File: src/rtl/bandpower_pkg.sv
// Shared width derivations and constants for the band-power estimator and the
// feature stage that consumes its output.
package bandpower_pkg;

    // Width of an unsigned square of a DW-bit signed sample; (-2^(DW-1))^2 = 2^(2DW-2) fits.
    function automatic int unsigned sq_width(input int unsigned dw);
        return 2 * dw - 1;
    endfunction

    // Window accumulator width: a full window of maximal squares cannot overflow.
    function automatic int unsigned acc_width(input int unsigned dw, input int unsigned win_log2);
        return 2 * dw - 1 + win_log2;
    endfunction

    // Per-channel sample counter width (at least one bit).
    function automatic int unsigned cnt_width(input int unsigned win_log2);
        return (win_log2 < 1) ? 1 : win_log2;
    endfunction

    // Channel index width, max(1, clog2(nch)).
    function automatic int unsigned ch_width(input int unsigned nch);
        return (nch <= 1) ? 1 : $clog2(nch);
    endfunction

    // Largest positive value of a signed out_w-bit word.
    function automatic logic [63:0] sat_limit(input int unsigned out_w);
        return (64'd1 << (out_w - 1)) - 64'd1;
    endfunction

endpackage

File: src/rtl/bandpower_sq.sv
// Stage 1 of the band-power estimator: registered signed squarer with channel
// and valid sideband. Samples whose channel is outside 0..NCH-1 are dropped.
// Ports:
//   clk, rst      clock, synchronous active-high reset
//   clr           synchronous clear of the stage valid
//   in_valid      sample qualifier
//   in_ch         channel of x_in
//   x_in          signed sample
//   sq_valid      registered sample valid
//   sq_ch         registered channel
//   sq            registered unsigned square
module bandpower_sq
    import bandpower_pkg::*;
#(
    parameter int unsigned NCH  = 8,
    parameter int unsigned DW   = 16,
    parameter int unsigned CH_W = 3,
    localparam int unsigned SQ_W = sq_width(DW)
) (
    input  logic                 clk,
    input  logic                 rst,
    input  logic                 clr,
    input  logic                 in_valid,
    input  logic [CH_W-1:0]      in_ch,
    input  logic signed [DW-1:0] x_in,
    output logic                 sq_valid,
    output logic [CH_W-1:0]      sq_ch,
    output logic [SQ_W-1:0]      sq
);

    logic signed [SQ_W-1:0] x_ext;
    logic        [SQ_W-1:0] prod;
    logic                   accept;

    // Multiply at SQ_W bits: the true square is below 2^SQ_W, so truncation is exact.
    always_comb begin
        x_ext  = SQ_W'(x_in);
        prod   = x_ext * x_ext;
        accept = in_valid && (32'(in_ch) < NCH);
    end

    always_ff @(posedge clk) begin
        if (rst || clr) begin
            sq_valid <= 1'b0;
        end else begin
            sq_valid <= accept;
        end
        if (rst) begin
            sq_ch <= '0;
            sq    <= '0;
        end else if (accept) begin
            sq_ch <= in_ch;
            sq    <= prod;
        end
    end

endmodule

File: src/rtl/bandpower_mc.sv
// Multi-channel windowed band-power estimator. Squares a time-multiplexed
// sample stream, accumulates exactly 2^WIN_LOG2 squares per channel and emits
// one scaled, saturated power word per channel per window.
// Ports:
//   clk, rst      clock, synchronous active-high reset
//   clr           synchronous clear of accumulators/counters (outputs hold)
//   in_valid      sample qualifier
//   in_ch         channel of x_in
//   x_in          signed sample
//   out_valid     one-cycle pulse, power word valid
//   out_ch        channel of power_out
//   power_out     (window sum >> SHIFT) clipped to the positive range
//   out_sat       power_out was clipped this window
module bandpower_mc
    import bandpower_pkg::*;
#(
    parameter int unsigned NCH      = 8,
    parameter int unsigned DW       = 16,
    parameter int unsigned WIN_LOG2 = 6,
    parameter int unsigned SHIFT    = 12,
    parameter int unsigned OUT_W    = 16,
    localparam int unsigned CH_W    = ch_width(NCH)
) (
    input  logic                    clk,
    input  logic                    rst,
    input  logic                    clr,
    input  logic                    in_valid,
    input  logic [CH_W-1:0]         in_ch,
    input  logic signed [DW-1:0]    x_in,
    output logic                    out_valid,
    output logic [CH_W-1:0]         out_ch,
    output logic signed [OUT_W-1:0] power_out,
    output logic                    out_sat
);

    localparam int unsigned SQ_W  = sq_width(DW);
    localparam int unsigned ACC_W = acc_width(DW, WIN_LOG2);
    localparam int unsigned CNT_W = cnt_width(WIN_LOG2);
    localparam logic [CNT_W-1:0] CNT_LAST = CNT_W'((64'd1 << WIN_LOG2) - 64'd1);
    localparam logic [ACC_W-1:0] SAT_MAX  = ACC_W'(sat_limit(OUT_W));

    logic            sq_valid;
    logic [CH_W-1:0] sq_ch;
    logic [SQ_W-1:0] sq;

    bandpower_sq #(
        .NCH  (NCH),
        .DW   (DW),
        .CH_W (CH_W)
    ) u_sq (
        .clk      (clk),
        .rst      (rst),
        .clr      (clr),
        .in_valid (in_valid),
        .in_ch    (in_ch),
        .x_in     (x_in),
        .sq_valid (sq_valid),
        .sq_ch    (sq_ch),
        .sq       (sq)
    );

    logic [ACC_W-1:0] acc_q [NCH];
    logic [CNT_W-1:0] cnt_q [NCH];

    logic [ACC_W-1:0] sum;
    logic [ACC_W-1:0] scaled;
    logic             win_last;
    logic             clip;

    // The closing sample is folded into the sum in the same cycle, so a window
    // always contains exactly 2^WIN_LOG2 squares.
    always_comb begin
        sum      = acc_q[sq_ch] + ACC_W'(sq);
        scaled   = sum >> SHIFT;
        win_last = (cnt_q[sq_ch] == CNT_LAST);
        clip     = (scaled > SAT_MAX);
    end

    always_ff @(posedge clk) begin
        if (rst) begin
            for (int c = 0; c < NCH; c++) begin
                acc_q[c] <= '0;
                cnt_q[c] <= '0;
            end
            out_valid <= 1'b0;
            out_ch    <= '0;
            power_out <= '0;
            out_sat   <= 1'b0;
        end else begin
            out_valid <= 1'b0;
            if (clr) begin
                // Any sample sitting in stage 1 this cycle is discarded as well.
                for (int c = 0; c < NCH; c++) begin
                    acc_q[c] <= '0;
                    cnt_q[c] <= '0;
                end
            end else if (sq_valid) begin
                if (win_last) begin
                    acc_q[sq_ch] <= '0;
                    cnt_q[sq_ch] <= '0;
                    out_valid    <= 1'b1;
                    out_ch       <= sq_ch;
                    power_out    <= clip ? OUT_W'(SAT_MAX) : OUT_W'(scaled);
                    out_sat      <= clip;
                end else begin
                    acc_q[sq_ch] <= sum;
                    cnt_q[sq_ch] <= cnt_q[sq_ch] + CNT_W'(1);
                end
            end
        end
    end

endmodule
File: config.mk
export PLATFORM = sky130hd
export DESIGN_NAME = bandpower_mc
export DESIGN_NICKNAME = d
export VERILOG_FILES = /design/src/rtl/bandpower_pkg.sv /design/src/rtl/bandpower_sq.sv /design/src/rtl/bandpower_mc.sv
export SDC_FILE = /design/constraint.sdc
export NUM_CORES = 1
export LEC_CHECK = 0
export ABC_AREA = 1
export BUFFER_PORTS_ARGS = -buffer_cell sky130_fd_sc_hd__buf_4
export CAP_MARGIN = 20
export CELL_PAD_IN_SITES_DETAIL_PLACEMENT = 1
export CELL_PAD_IN_SITES_GLOBAL_PLACEMENT = 1
export CORE_MARGIN = 5
export CORE_UTILIZATION = 50
export DETAILED_ROUTE_END_ITERATION = 6
export PLACE_DENSITY = 0.81
export SYNTH_ARGS = -nofsm -noshare
export SYNTH_HDL_FRONTEND = slang
export SYNTH_SLANG_ARGS = --single-unit
File: constraint.sdc
create_clock -name clk -period 8.6 [get_ports clk]
set_clock_uncertainty 0.2 [all_clocks]
set_input_delay 0.43 -clock clk [delete_from_list [all_inputs] [get_ports clk]]
set_output_delay 0.43 -clock clk [all_outputs]
set_load 0.02 [all_outputs]
==> impl_summary.md <==
Status
The flow ran to the end, and the final reports show no timing, DRC or antenna violations.

Finish
The non-filler instance count after layout is 4035. The synthesis-to-layout area growth is 7.34%. The final cell area excluding filler cells is 30800 um^2. The number of antenna diodes in the final layout is 0. The post-route netlist has roughly 5.8% of its cells at a drive strength greater than 1. The top cell types in the final layout, fill and taps aside, are 748 x nor2_1, 530 x inv_1, 437 x nand2_1. The net total in the final layout is 3616. The library cell used most frequently in the layout, excluding fill and tap cells, is nor2_1. The footprint of the multi-input gates is ~15000 um^2. The number of filler cells placed in the layout is ~6700. Summing all flip-flop and latch instances after layout gives 11500 um^2.

Timing
Setup violations remaining at the end of the flow were counted as 0. The max-slew violation count is 0. Measured against its own limit, the worst slew margin works out to 26.8%. For the pin with the worst max-slew slack, the measured transition is ~1.1 ns. Setup total negative slack on the finished layout was measured at 0 ns.

The number of endpoints with negative hold slack in the final report was 0. The period utilization is 73.3%. The maximum clock frequency is 159 MHz. The routed design could run at a clock period as short as around 6.3 ns. Setup repair after global routing left no endpoint under its margin.

Floorplanning
The die footprint is 62300 um^2. The die is 250 um tall. The overall die width is about 250 um. The floorplan core area is 56600 um^2. During I/O placement, the number of pins put on the boundary was 44. The floorplan has 87 rows. For this configuration, the core starts out at a cell density of 50.7%.

Clocking
For this design, the sink count on the clock tree is 402. TritonCTS created 41 clock buffers. The post-cts resize count is 0.

The clock latency on the worst-skew pair is 0.56 ns. The clock tree from TritonCTS is built. The deepest clock path buffer count is 3. The root buffer cell chosen for the clock tree is clkbuf_16.

The clock slew at the register clock pins of the worst setup and hold paths is 0.06 ns. The H-tree depth reported by CTS is 2.

Logic synthesis
Yosys printed 0 warnings. The netlist uses 48 different library cells. The sequential cell area fraction in the yosys report is 40.0%. The number of standard cells after synthesis is 3296. In this run, synthesis produced a sequential element count of roughly 400.

The number of nets handed over by synthesis was around 3700. The cell area that synthesis handed to floorplanning was 28700 um^2. A synthesized cell averages 8.71 um^2.

Placement
The weighted congestion at the end of routability-driven global placement is 0.883. Detailed placement ended at an HPWL of 57400 um. The port buffer count is 43.

In this run, placement finished with an instance count of between 3000 and 4000. In this run the cell area measured after placement is 29500 um^2.

Worst setup path
The peak per-stage delay on the critical path is 0.79 ns. Of all nets on the critical path, the largest fanout is 23. The cell with the largest stage delay on the worst path is fa_1.

Together, buffers and inverters on the worst path number 5. The type of the setup path with the least slack is input port to register. The endpoint kind of the worst setup timing path is a register. The reg2reg setup slack is 2.81 ns. The most numerous cell type found on the critical path is fa_1. The critical path data arrival time is roughly 6.6 ns.

Broken down by cell family, the worst path's largest delay share belongs to adder cells. The launching element type of the critical path is an input port. At the worst endpoint, the required time is approximately 9 ns. Traced cell by cell, the critical path runs through buf_4, nand2_1, inv_1, fa_1, inv_1, fa_1, inv_1, fa_1, fa_1, fa_1, fa_1, ha_1, a21oi_1, o21ai_0, a21oi_1, nand3_1, nand3_1, nand2_1, a21o_1, a21oi_1, o21ai_0, nand2_1, inv_1.

Drt
The count of nets left with antenna violations once routing finished came out at 0. The detailed router finished its first iteration with 1854 violations. After detailed routing, the average wire length per cell comes to 21.5 um. The via density per instance is about 5.7. The number of remaining DRC errors is 0.

Detailed routing inserted a total of between 20000 and 25000 vias. The detailed-router iteration count before antenna repair is 6. After detailed routing, the total wire length is 86900 um.

Worst hold path
The path type of the worst min-delay path is input port to register.

GRT
Entering global routing, the biggest net connects approximately 120 pins. The via count of the first global-routing pass is approximately 25000. The first global-routing pass estimated 138000 um of wire. Global routing finished with a remaining overflow of 0.

The all-layer global routing usage is between 20% and 30%. The initial antenna violation count was 1.

Flow run
The count of max-cap constraint violations is 0.

Power and ir drop
The power per cell area is ~380 nW/um^2. The peak supply drop is about 0.54 mV. Summed over all cells, the static leakage comes to 13.9 nW.
==> Yosys cell counts, drive strengths merged <==
| master | count | area [um^2] |
|---|---|---|
| fa | 228 | 4560 |
| nand4 | 26 | 178 |
| mux2i | 1 | 13.8 |
| clkinv | 1 | 3.75 |
| and2 | 3 | 18.8 |
| a31o | 2 | 17.5 |
| edfxtp | 344 | 10300 |
| o211ai | 7 | 52.6 |
| o21a | 24 | 180 |
| nand3 | 73 | 405 |
| a21o | 10 | 75.1 |
| a2111oi | 1 | 8.76 |
| o21ai | 230 | 1160 |
| nand2 | 460 | 1740 |
| or2 | 11 | 68.8 |
| o221ai | 2 | 17.5 |
| nor4 | 4 | 25.0 |
| dfxtp | 58 | 1160 |
| xnor2 | 17 | 149 |
| inv | 539 | 2020 |
| xor2 | 37 | 324 |
| o22ai | 44 | 275 |
| a21oi | 69 | 345 |
| nand3b | 1 | 7.51 |
| o31ai | 1 | 7.51 |
| and3 | 1 | 6.26 |
| clkbuf | 108 | 405 |
| nor2 | 762 | 2920 |
| o21bai | 11 | 82.6 |
| nor3 | 13 | 70.1 |
| buf | 45 | 299 |
| a211oi | 1 | 7.51 |
| ha | 119 | 1490 |
| a31oi | 43 | 275 |
==> tightest hold or removal path, cell delays in order <==
cell     delay [ns]
buf_4          0.08
o21ai_0        0.07
a21oi_1        0.16
==> flip-flops by register name (all words and copies together) (netlist names), named ones only <==
name,cells
acc_q,296
cnt_q,48
u_sq.sq,30
power_out,16
out_ch,3
u_sq.sq_ch,3
out_sat,1
out_valid,1
u_sq.sq_valid,1
==> metrics by stage <==
step	hold WS (ns)	setup WS [ns]	total power [W]	util, %
2_1_floorplan	0.256	2.35	0.00783	-
3_3_place_gp	0.277	1.96	0.00961	52.1
3_5_place_dp	0.283	1.78	0.00995	52.1
4_1_cts	0.0109	2.33	0.0117	54.4
5_1_grt	0.0610	1.92	0.0129	54.4
6_report	0.0422	2.30	0.0117	54.4
==> cells by family after synthesis <==
logic type                 share of synthesized area, %
and+or+nand+nor                                    18.9
buffers and inverters                              9.52
AOI/OAI and AO/OA                                  8.72
DFF                                                40.0
adders and majority gates                          21.1
xor gates and xnor gates                           1.65
muxes                                            0.0479
==> where the power goes <==
part	total (W)	switching, W	leakage [nW]	internal (W)
combinational	0.00764	0.00494	9.00	0.00270
sequential	0.00231	0.0000735	4.31	0.00224
clock	0.00176	0.000773	0.630	0.000986
total	0.0117	0.00579	13.9	0.00592
==> metal layers <==
metal / track usage [%] / up-vias / share of wire [%]
met5: 0 / - / 0.0081
met3: 3.80 / 183 / 6.0
met1: 36.3 / 11600 / 41
met4: 8.28 / 2 / 3.0
li1: - / 10348 / -
met2: 48.3 / 717 / 50
==> final cells by class <==
class,instances,share of cell area [%]
clock inverters,11,0.223
multi-input cells,2201,47.3
repair buffers,60,1.51
inverters,540,6.59
clock buffers,65,3.99
flip-flops and latches,402,37.3
well taps,756,3.07
==> worst paths after layout <==
path	end	from	depth (start not counted)
worst max register to register	power_out[6]	register	20
worst max-delay path	u_sq.sq[28]	x_in[15]	23
worst min-delay path	register	in_ch[2]	3
worst min register to register	u_sq.sq[20]	u_sq.sq[20]	2
==> repair_timing <==
action,4_1_cts,5_1_grt
setup buffers,0,0
hold endpoints to repair,1,0
hold buffers,1,0
(Power assumes the default switching activity.)
